--- src/rtl/assoc_matcher_pkg.sv ---
// Shared definitions for the associative exact-match lookup stage:
// bus widths, header geometry, the FSM state encoding, the lookup
// configuration record and the saturating counter increment.
package assoc_matcher_pkg;

  localparam int unsigned BYTE         = 8;
  localparam int unsigned DATA         = 32;
  localparam int unsigned ADDR         = 32;
  localparam int unsigned FLOW_TAG_LEN = 2;
  localparam int unsigned HDR_MAX_LEN  = 32;
  localparam int unsigned NUM_HEADERS  = 16;
  localparam int unsigned HASH_W       = 4;

  typedef enum logic [3:0] {
    ST_IDLE      = 4'd0,
    ST_HASH      = 4'd1,
    ST_HASH_WAIT = 4'd2,
    ST_RD_KEY    = 4'd3,
    ST_CMP       = 4'd4,
    ST_RD_VAL    = 4'd5,
    ST_WR_CNT    = 4'd6,
    ST_DONE      = 4'd7
  } state_t;

  typedef struct packed {
    logic [3:0]      hdr_id;
    logic [5:0]      key_off;
    logic [5:0]      key_len;
    logic [5:0]      val_len;
    logic [DATA-1:0] entry_len;
    logic [DATA-1:0] start_addr;
    logic [BYTE-1:0] tag;
    logic            is_counter;
  } cfg_t;

  function automatic logic [DATA-1:0] sat_inc(input logic [DATA-1:0] v);
    return (v == '1) ? v : v + 1'b1;
  endfunction

endpackage

--- src/rtl/assoc_matcher_if.sv ---
// Word-wide shared-memory port of the matcher.
//   master: matcher side (drives enable/write/address/width/write data)
//   slave : memory side  (returns read data and a per-word ready)
interface assoc_matcher_if;
  import assoc_matcher_pkg::*;

  logic            mem_ce_o;
  logic            mem_we_o;
  logic [ADDR-1:0] mem_addr_o;
  logic [3:0]      mem_width_o;
  logic [DATA-1:0] mem_data_o;
  logic [DATA-1:0] mem_data_i;
  logic            mem_ready_i;

  modport master (
    output mem_ce_o, mem_we_o, mem_addr_o, mem_width_o, mem_data_o,
    input  mem_data_i, mem_ready_i
  );

  modport slave (
    input  mem_ce_o, mem_we_o, mem_addr_o, mem_width_o, mem_data_o,
    output mem_data_i, mem_ready_i
  );
endinterface

--- src/rtl/assoc_matcher_hash.sv ---
// Bucket hash with start/ready handshake.
//   start_i : latch a hash of key_i
//   key_i   : 64-bit {tag, 0, key...} vector
//   ready_o : one-cycle pulse, the cycle after start_i
//   hash_o  : bucket index, held until the next start_i
// The hash XOR-folds the eight key bytes, then folds the byte into a nibble.
module assoc_matcher_hash
  import assoc_matcher_pkg::*;
(
  input  logic              clk,
  input  logic              rst,
  input  logic              start_i,
  input  logic [63:0]       key_i,
  output logic              ready_o,
  output logic [HASH_W-1:0] hash_o
);

  logic [7:0] fold8;

  always_comb begin
    fold8 = '0;
    for (int unsigned i = 0; i < 8; i++) fold8 = fold8 ^ key_i[i*8 +: 8];
  end

  always_ff @(posedge clk or negedge rst) begin
    if (!rst) begin
      ready_o <= 1'b0;
      hash_o  <= '0;
    end else begin
      ready_o <= start_i;
      if (start_i) hash_o <= fold8[7:4] ^ fold8[3:0];
    end
  end

endmodule

--- src/rtl/assoc_matcher.sv ---
// N-way set-associative exact-match lookup.
//   clk, rst (async, active low)
//   start_i / pkt_hdr_i / parsed_hdrs_i : lookup request and key source
//   mod_*                               : table configuration, loaded in IDLE
//   mem                                 : shared-memory word port (master)
//   busy_o, ready_o, is_match_o, hit_way_o, flow_val_o : lookup result
// Entry layout: KEY_WORDS big-endian words {tag, 0, key...}, then value words.
module assoc_matcher
  import assoc_matcher_pkg::*;
#(
  parameter int unsigned KEY_MAX_BYTES = 6,
  parameter int unsigned VAL_MAX_BYTES = 16,
  parameter int unsigned NUM_WAYS      = 2,
  parameter int unsigned WAY_W         = 3
) (
  input  logic                                  clk,
  input  logic                                  rst,
  input  logic                                  start_i,
  input  logic [HDR_MAX_LEN-1:0][BYTE-1:0]      pkt_hdr_i,
  input  logic [NUM_HEADERS-1:0][DATA-1:0]      parsed_hdrs_i,
  input  logic                                  mod_start_i,
  input  logic [3:0]                            mod_hdr_id_i,
  input  logic [5:0]                            mod_key_off_i,
  input  logic [5:0]                            mod_key_len_i,
  input  logic [5:0]                            mod_val_len_i,
  input  logic [DATA-1:0]                       mod_entry_len_i,
  input  logic [DATA-1:0]                       mod_start_addr_i,
  input  logic [BYTE-1:0]                       mod_tag_i,
  input  logic                                  mod_counter_i,
  assoc_matcher_if.master                       mem,
  output logic                                  busy_o,
  output logic                                  ready_o,
  output logic                                  is_match_o,
  output logic [WAY_W-1:0]                      hit_way_o,
  output logic [VAL_MAX_BYTES-1:0][BYTE-1:0]    flow_val_o
);

  localparam int unsigned KEY_BYTES  = FLOW_TAG_LEN + KEY_MAX_BYTES;
  localparam int unsigned KEY_WORDS  = (KEY_BYTES + 3) / 4;
  localparam int unsigned VAL_WORDS  = VAL_MAX_BYTES / 4;
  localparam int unsigned HASH_BYTES = (KEY_BYTES < 8) ? KEY_BYTES : 8;
  localparam int unsigned HDR_IDX_W  = $clog2(HDR_MAX_LEN);
  localparam logic [7:0]       KEY_LAST = 8'(KEY_WORDS - 1);
  localparam logic [WAY_W-1:0] WAY_LAST = WAY_W'(NUM_WAYS - 1);

  state_t                              state_q;
  cfg_t                                cfg_q;
  logic [KEY_BYTES-1:0][BYTE-1:0]      key_c, key_q;
  logic [KEY_WORDS*4-1:0][BYTE-1:0]    rd_key_q;
  logic [WAY_W-1:0]                    way_q;
  logic [7:0]                          word_cnt_q;
  logic [DATA-1:0]                     entry_base_q, addr_q, first_entry, idx;
  logic [63:0]                         hash_vec;
  logic                                hash_ready, key_eq;
  logic [HASH_W-1:0]                   hash_val;
  logic [5:0]                          key_len_eff;
  logic [7:0]                          val_words, val_raw;

  // Key bytes: [0]=tag, [1]=0, [2+i]=header byte, masked by length and header bounds.
  always_comb begin
    key_len_eff = (cfg_q.key_len > 6'(KEY_MAX_BYTES)) ? 6'(KEY_MAX_BYTES) : cfg_q.key_len;
    key_c       = '0;
    key_c[0]    = cfg_q.tag;
    idx         = '0;
    for (int unsigned i = 0; i < KEY_MAX_BYTES; i++) begin
      idx = parsed_hdrs_i[cfg_q.hdr_id] + DATA'(cfg_q.key_off) + DATA'(i);
      if ((6'(i) < key_len_eff) && (idx < DATA'(HDR_MAX_LEN)))
        key_c[FLOW_TAG_LEN + i] = pkt_hdr_i[idx[HDR_IDX_W-1:0]];
    end
  end

  always_comb begin
    hash_vec = '0;
    for (int unsigned j = 0; j < HASH_BYTES; j++) hash_vec[63 - 8*j -: 8] = key_q[j];
  end

  assoc_matcher_hash u_hash (
    .clk     (clk),
    .rst     (rst),
    .start_i (state_q == ST_HASH),
    .key_i   (hash_vec),
    .ready_o (hash_ready),
    .hash_o  (hash_val)
  );

  always_comb begin
    key_eq = 1'b1;
    for (int unsigned j = 0; j < KEY_BYTES; j++)
      if (rd_key_q[j] != key_q[j]) key_eq = 1'b0;
  end

  always_comb begin
    val_raw     = 8'(cfg_q.val_len >> 2);
    val_words   = (val_raw > 8'(VAL_WORDS)) ? 8'(VAL_WORDS) : val_raw;
    first_entry = cfg_q.start_addr + (DATA'(hash_val) * DATA'(NUM_WAYS)) * cfg_q.entry_len;
  end

  assign mem.mem_ce_o    = (state_q == ST_RD_KEY) || (state_q == ST_RD_VAL) || (state_q == ST_WR_CNT);
  assign mem.mem_we_o    = (state_q == ST_WR_CNT);
  assign mem.mem_addr_o  = addr_q;
  assign mem.mem_width_o = 4'd4;
  assign mem.mem_data_o  = (state_q == ST_WR_CNT) ?
      sat_inc({flow_val_o[0], flow_val_o[1], flow_val_o[2], flow_val_o[3]}) : '0;

  assign busy_o  = (state_q != ST_IDLE) && (state_q != ST_DONE);
  assign ready_o = (state_q == ST_DONE);

  always_ff @(posedge clk or negedge rst) begin
    if (!rst) begin
      state_q      <= ST_IDLE;
      cfg_q        <= '0;
      key_q        <= '0;
      rd_key_q     <= '0;
      way_q        <= '0;
      word_cnt_q   <= '0;
      entry_base_q <= '0;
      addr_q       <= '0;
      is_match_o   <= 1'b0;
      hit_way_o    <= '0;
      flow_val_o   <= '0;
    end else begin
      unique case (state_q)
        ST_IDLE: begin
          if (mod_start_i) begin
            cfg_q <= '{hdr_id: mod_hdr_id_i, key_off: mod_key_off_i, key_len: mod_key_len_i,
                       val_len: mod_val_len_i, entry_len: mod_entry_len_i,
                       start_addr: mod_start_addr_i, tag: mod_tag_i, is_counter: mod_counter_i};
          end else if (start_i) begin
            key_q      <= key_c;
            is_match_o <= 1'b0;
            hit_way_o  <= '0;
            flow_val_o <= '0;
            way_q      <= '0;
            state_q    <= ST_HASH;
          end
        end
        ST_HASH: state_q <= ST_HASH_WAIT;
        ST_HASH_WAIT: begin
          if (hash_ready) begin
            entry_base_q <= first_entry;
            addr_q       <= first_entry;
            word_cnt_q   <= '0;
            state_q      <= ST_RD_KEY;
          end
        end
        ST_RD_KEY: begin
          if (mem.mem_ready_i) begin
            for (int unsigned k = 0; k < KEY_WORDS; k++)
              if (word_cnt_q == 8'(k))
                for (int unsigned b = 0; b < 4; b++)
                  rd_key_q[4*k + b] <= mem.mem_data_i[31 - 8*b -: 8];
            addr_q <= addr_q + 32'd4;
            if (word_cnt_q == KEY_LAST) begin
              word_cnt_q <= '0;
              state_q    <= ST_CMP;
            end else begin
              word_cnt_q <= word_cnt_q + 8'd1;
            end
          end
        end
        // On a hit addr_q already points at the value words of this entry.
        ST_CMP: begin
          if (key_eq) begin
            is_match_o <= 1'b1;
            hit_way_o  <= way_q;
            state_q    <= (val_words == 8'd0) ? ST_DONE : ST_RD_VAL;
          end else if (way_q == WAY_LAST) begin
            state_q <= ST_DONE;
          end else begin
            way_q        <= way_q + 1'b1;
            entry_base_q <= entry_base_q + cfg_q.entry_len;
            addr_q       <= entry_base_q + cfg_q.entry_len;
            state_q      <= ST_RD_KEY;
          end
        end
        ST_RD_VAL: begin
          if (mem.mem_ready_i) begin
            for (int unsigned k = 0; k < VAL_WORDS; k++)
              if (word_cnt_q == 8'(k))
                for (int unsigned b = 0; b < 4; b++)
                  flow_val_o[4*k + b] <= mem.mem_data_i[31 - 8*b -: 8];
            addr_q <= addr_q + 32'd4;
            if (word_cnt_q == val_words - 8'd1) begin
              word_cnt_q <= '0;
              if (cfg_q.is_counter) begin
                addr_q  <= entry_base_q + DATA'(KEY_WORDS * 4);
                state_q <= ST_WR_CNT;
              end else begin
                state_q <= ST_DONE;
              end
            end else begin
              word_cnt_q <= word_cnt_q + 8'd1;
            end
          end
        end
        ST_WR_CNT: if (mem.mem_ready_i) state_q <= ST_DONE;
        ST_DONE:   state_q <= ST_IDLE;
        default:   state_q <= ST_IDLE;
      endcase
    end
  end

endmodule
--- src/flat_wrapper.sv ---
// flat-port wrapper written by rule: the top's interface ports become plain ports
module assoc_matcher_flat import assoc_matcher_pkg::*;
#(
  parameter int unsigned KEY_MAX_BYTES = 6,
  parameter int unsigned VAL_MAX_BYTES = 16,
  parameter int unsigned NUM_WAYS      = 2,
  parameter int unsigned WAY_W         = 3
)
  (clk, rst, start_i, pkt_hdr_i, parsed_hdrs_i, mod_start_i, mod_hdr_id_i, mod_key_off_i, mod_key_len_i, mod_val_len_i, mod_entry_len_i, mod_start_addr_i, mod_tag_i, mod_counter_i, busy_o, ready_o, is_match_o, hit_way_o, flow_val_o, mem_mem_ce_o, mem_mem_we_o, mem_mem_addr_o, mem_mem_width_o, mem_mem_data_o, mem_mem_data_i, mem_mem_ready_i);
  assoc_matcher_if mem_i ();
  input  logic clk;
  input  logic rst;
  input  logic start_i;
  input  logic [HDR_MAX_LEN-1:0][BYTE-1:0] pkt_hdr_i;
  input  logic [NUM_HEADERS-1:0][DATA-1:0] parsed_hdrs_i;
  input  logic mod_start_i;
  input  logic [3:0] mod_hdr_id_i;
  input  logic [5:0] mod_key_off_i;
  input  logic [5:0] mod_key_len_i;
  input  logic [5:0] mod_val_len_i;
  input  logic [DATA-1:0] mod_entry_len_i;
  input  logic [DATA-1:0] mod_start_addr_i;
  input  logic [BYTE-1:0] mod_tag_i;
  input  logic mod_counter_i;
  output logic busy_o;
  output logic ready_o;
  output logic is_match_o;
  output logic [WAY_W-1:0] hit_way_o;
  output logic [VAL_MAX_BYTES-1:0][BYTE-1:0] flow_val_o;
  output wire logic [$bits(mem_i.mem_ce_o)-1:0] mem_mem_ce_o;
  output wire logic [$bits(mem_i.mem_we_o)-1:0] mem_mem_we_o;
  output wire logic [$bits(mem_i.mem_addr_o)-1:0] mem_mem_addr_o;
  output wire logic [$bits(mem_i.mem_width_o)-1:0] mem_mem_width_o;
  output wire logic [$bits(mem_i.mem_data_o)-1:0] mem_mem_data_o;
  input wire logic [$bits(mem_i.mem_data_i)-1:0] mem_mem_data_i;
  input wire logic [$bits(mem_i.mem_ready_i)-1:0] mem_mem_ready_i;
  assign mem_mem_ce_o = mem_i.mem_ce_o;
  assign mem_mem_we_o = mem_i.mem_we_o;
  assign mem_mem_addr_o = mem_i.mem_addr_o;
  assign mem_mem_width_o = mem_i.mem_width_o;
  assign mem_mem_data_o = mem_i.mem_data_o;
  assign mem_i.mem_data_i = mem_mem_data_i;
  assign mem_i.mem_ready_i = mem_mem_ready_i;
  assoc_matcher #(.KEY_MAX_BYTES(KEY_MAX_BYTES), .VAL_MAX_BYTES(VAL_MAX_BYTES), .NUM_WAYS(NUM_WAYS), .WAY_W(WAY_W)) u_core (.clk(clk), .rst(rst), .start_i(start_i), .pkt_hdr_i(pkt_hdr_i), .parsed_hdrs_i(parsed_hdrs_i), .mod_start_i(mod_start_i), .mod_hdr_id_i(mod_hdr_id_i), .mod_key_off_i(mod_key_off_i), .mod_key_len_i(mod_key_len_i), .mod_val_len_i(mod_val_len_i), .mod_entry_len_i(mod_entry_len_i), .mod_start_addr_i(mod_start_addr_i), .mod_tag_i(mod_tag_i), .mod_counter_i(mod_counter_i), .mem(mem_i), .busy_o(busy_o), .ready_o(ready_o), .is_match_o(is_match_o), .hit_way_o(hit_way_o), .flow_val_o(flow_val_o));
endmodule
--- config.mk ---
export PLATFORM = sky130hd
export DESIGN_NAME = assoc_matcher_flat
export DESIGN_NICKNAME = d
export VERILOG_FILES = /design/src/rtl/assoc_matcher_pkg.sv /design/src/rtl/assoc_matcher_if.sv /design/src/rtl/assoc_matcher_hash.sv /design/src/rtl/assoc_matcher.sv /design/src/flat_wrapper.sv
export SDC_FILE = /design/constraint.sdc
export NUM_CORES = 2
export LEC_CHECK = 0
export CAP_MARGIN = 20
export CELL_PAD_IN_SITES_DETAIL_PLACEMENT = 1
export CELL_PAD_IN_SITES_GLOBAL_PLACEMENT = 1
export CORE_AREA = 2 2 428 430
export CTS_CLUSTER_DIAMETER = 30
export DETAILED_ROUTE_END_ITERATION = 6
export DIE_AREA = 0 0 430 432
export PLACE_DENSITY = 0.63
export SYNTH_ARGS = -nofsm -noshare
export SYNTH_HDL_FRONTEND = slang
export SYNTH_SLANG_ARGS = --single-unit
--- constraint.sdc ---
create_clock -name clk -period 9.3 [get_ports clk]
set_input_delay 1.395 -clock clk [delete_from_list [all_inputs] [get_ports clk]]
set_output_delay 1.395 -clock clk [all_outputs]
set_load 0.03 [all_outputs]
==> flow_summary.yaml <==
critical_path:
  cp_num_cells: 30
  crit_buf_inv: 3
  critPathKind: "reg2reg"
  cpPeakStageDelay_ps: 770
  worstPathArrival_ps: 8460
  crit_top_cell: "a21oi_1"
  critical-path-top-delay-family: "compound AO/OA/AOI/OAI gates"
  crit_slowest_cell: "dfrtp_1"
  cp-start-kind: "flop"
  ff2ff_path_depth: 30
  end_kind: "flop"
  crit_required_ps: 9900
  cp_max_fo: 13
synth:
  synth_top_area_frac: 0.245
  synth-adder-area-share: 0.0606
  synth_top_family_by_area: "multiplexers"
  synthesis.area_mm2: 0.0437
  post_synth_mux_area_share: 0.316
  synthCells: 4155
  yosys_register_bits: 428
  synth_edf_count: 0
  ys_seq_area_frac: 0.245
  async_flop_share: 1.00
  synth-simple-area-share: 0.143
  yosysWarningCount: 0
  syn_area_per_cell_um2: 10.5
  synth_compound_area_frac: 0.119
  synth_area_leaders: "dfrtp_1 (25%), mux4_2 (24%), xnor2_1 (5.0%)"
  synth_common_cells: "nand2_1 (490), mux4_2 (468), dfrtp_1 (428)"
  synth_xor_area_frac: 0.0761
  synth_top_area_cell: "dfrtp_1"
  synth_cell_types: 124
  synthFlopType: "dfrtp_1"
  synth.most_common_cell: "nand2_1"
sta:
  slew_viol_final: 0
  max_freq_mhz: 127
  period_share: 0.845
  worst_pin_slew_ps: 1110
  finalCriticalPeriod_ps: 7860
  rsz0062_at_grt: "false"
  finClkSkew_ps: 48.5
  setup_ws_ps: 1440
  max_slew_margin: 0.244
  finalSetupViolations: 0
  hold_violations: 0
  finalSetupTns_ps: 0
clocking:
  cts_root_buffer: "clkbuf_16"
  clkSlewWorstSetupHoldPaths_ps: 50
  cts_resized: 0
  cts_setup_buffers: 0
  cts_max_path_buffers: 3
  cts_tree: "done"
  cts_hold_buf: 0
  cts_buffers: 107
  clkLatencyLatePin_ps: 740
  htreeDepth: 3
  cts.sinks: 428
power:
  powerDensity_mw_per_mm2: 124
  irDropWorstVdd_mv: 0.163
  power.total_mw: 7.60
  p_leak_nw: 23.9
floorplan:
  initial_core_util: 0.241
  die_h_um: 432
  ios: 1104
  die_area_mm2: 0.186
  fp.coreArea_mm2: 0.182
  dieWidth_um: 430
  std_cell_rows: 157
routing:
  viasPerCell: 5.45
  ant_nets: 0
  wl_per_cell_um: 32.4
  vias: 41949
  drc_errors: 0
  drt_wl_total_mm: 249
  drt_iter0_drc: 3263
  first_pass_iters: 5
grt:
  grt_start_max_net_pins: 137
  grt_overflow_total: 0
  antenna_found_initial: 99
  gr-usage-all-layers: 0.262
  grt_pass1_vias: 43727
  grt_pass1_wl_mm: 347
cells_and_area:
  fin_nets: 6268
  syn_to_final_growth_pct: 40.3
  final_layout_size_suffix_gt1_frac: 0.196
  layoutNonFillerInstCount: 7701
  final_area_mm2: 0.0613
placement:
  place.gp.congestion: 0.979
  placedCellCount: 7464
  dpl_worst_slack_ps: 1080
  io_buffers: 1097
  dpl_cell_area_mm2: 0.0573
  dpl.hpwl_mm: 206
run:
  cap_violations: 0
hold_path:
  holdCritPathClass: "reg2reg"
  worstHoldPathCells: 2
status:
  outcome: "finished clean"
-- logic make-up (layout without fill, tap and decap cells) --
| group | count (synthesis) | count (layout) |
|---|---|---|
| simple gates | 1258 | 1258 |
| compound gates | 804 | 804 |
| mux | 736 | 736 |
| flops | 428 | 428 |
| buf+inv | 376 | 1502 |
| xor+xnor | 374 | 374 |
| fa+ha+maj | 177 | 177 |
| other cells | 2 | 37 |
-- registers in the layout, indices dropped and copies added (netlist names) --
name,cells
u_core.word_cnt_q,8
u_core.u_hash.ready_o,1
u_core.state_q,3
u_core.mem.mem_addr_o,32
u_core.entry_base_q,32
u_core.flow_val_o,128
u_core.hit_way_o,3
u_core.is_match_o,1
u_core.cfg_q,93
u_core.hash_vec,56
u_core.rd_key_q,64
u_core.way_q,3
u_core.u_hash.hash_o,4
-- layout make-up --
| class | count | area, um2 |
|---|---|---|
| multi-input cells | 3354 | 31500 |
| repair buffers | 1188 | 11800 |
| inverters | 113 | 427 |
| well taps | 2385 | 2980 |
| flip-flops and latches | 428 | 10700 |
| fillers | 20139 | 120000 |
| clock inverters | 68 | 933 |
| clock buffers | 133 | 2960 |
| diodes | 32 | 80.1 |
-- power by group --
| part | switching, mW | internal, mW | total [mW] |
|---|---|---|---|
| logic | 0.856 | 0.908 | 1.76 |
| registers | 0.000155 | 1.87 | 1.87 |
| clock network | 1.35 | 2.62 | 3.97 |
-- final timing paths --
path                                      endpoint                    start  slack [ps]
setup / recovery           u_core.entry_base_q[31]  u_core.u_hash.hash_o[3]        1440
hold / removal                 u_core.hash_vec[60]          u_core.cfg_q[5]         450
setup reg to reg           u_core.entry_base_q[31]  u_core.u_hash.hash_o[3]        1440
hold reg to reg                u_core.hash_vec[60]          u_core.cfg_q[5]         450
max in group asynchronous      u_core.rd_key_q[17]                      rst        6590
min in group asynchronous         u_core.cfg_q[18]                      rst         730
-- worst reg2reg max path: cells and delay by family (launching register included) --
| kind | cells | cell delay, ps |
|---|---|---|
| buffers and inverters | 3 | 430 |
| DFF | 1 | 770 |
| xor gates and xnor gates | 3 | 480 |
| AOI/OAI and AO/OA | 16 | 3950 |
| adders and majority gates | 4 | 1710 |
| and+or+nand+nor | 4 | 400 |
-- layer usage --
layer  track usage  wire, um  vias to the layer above
li1              -         -                    17950
met1         0.312     97000                    21835
met2         0.466    128000                     1697
met3        0.0516     14600                      409
met4        0.0940      9740                       58
met5             0       373                        -
-- cell usage in the layout (no fill, tap or decap), types with 13 or more instances in the layout --
cell type and n:
clkdlybuf4s50_1 1096, nand2_1 490, mux4_2 468, dfrtp_1 425, o21ai_0 292, xnor2_1 241, nor2_1 209, mux2_2 171
a21oi_1 127, xor2_1 118, ha_1 115, inv_1 112, clkbuf_16 107, nand3_1 90, and2_1 88, buf_4 83
mux2i_1 74, nor3_1 59, nand4_1 58, fa_1 57, and3_1 54, o21ai_1 46, a21o_1 40, nand2b_1 34
diode_2 32, nor4_1 30, a31oi_1 27, or3_1 26, o211ai_1 24, mux4_1 23, o31ai_1 22, o22ai_1 22
nor2b_1 20, a211oi_1 20, clkbuf_8 18, o21a_1 17, clkinvlp_4 17, inv_6 16, a22oi_1 13
-- through the flow --
step / util / hold slack, ps
6_report: 0.338 / 450
5_1_grt: 0.338 / 491
2_1_floorplan: - / 435
3_3_place_gp: 0.315 / 451
4_1_cts: 0.337 / 451
3_5_place_dp: 0.316 / 463
Power figures use the tool's default switching activity.
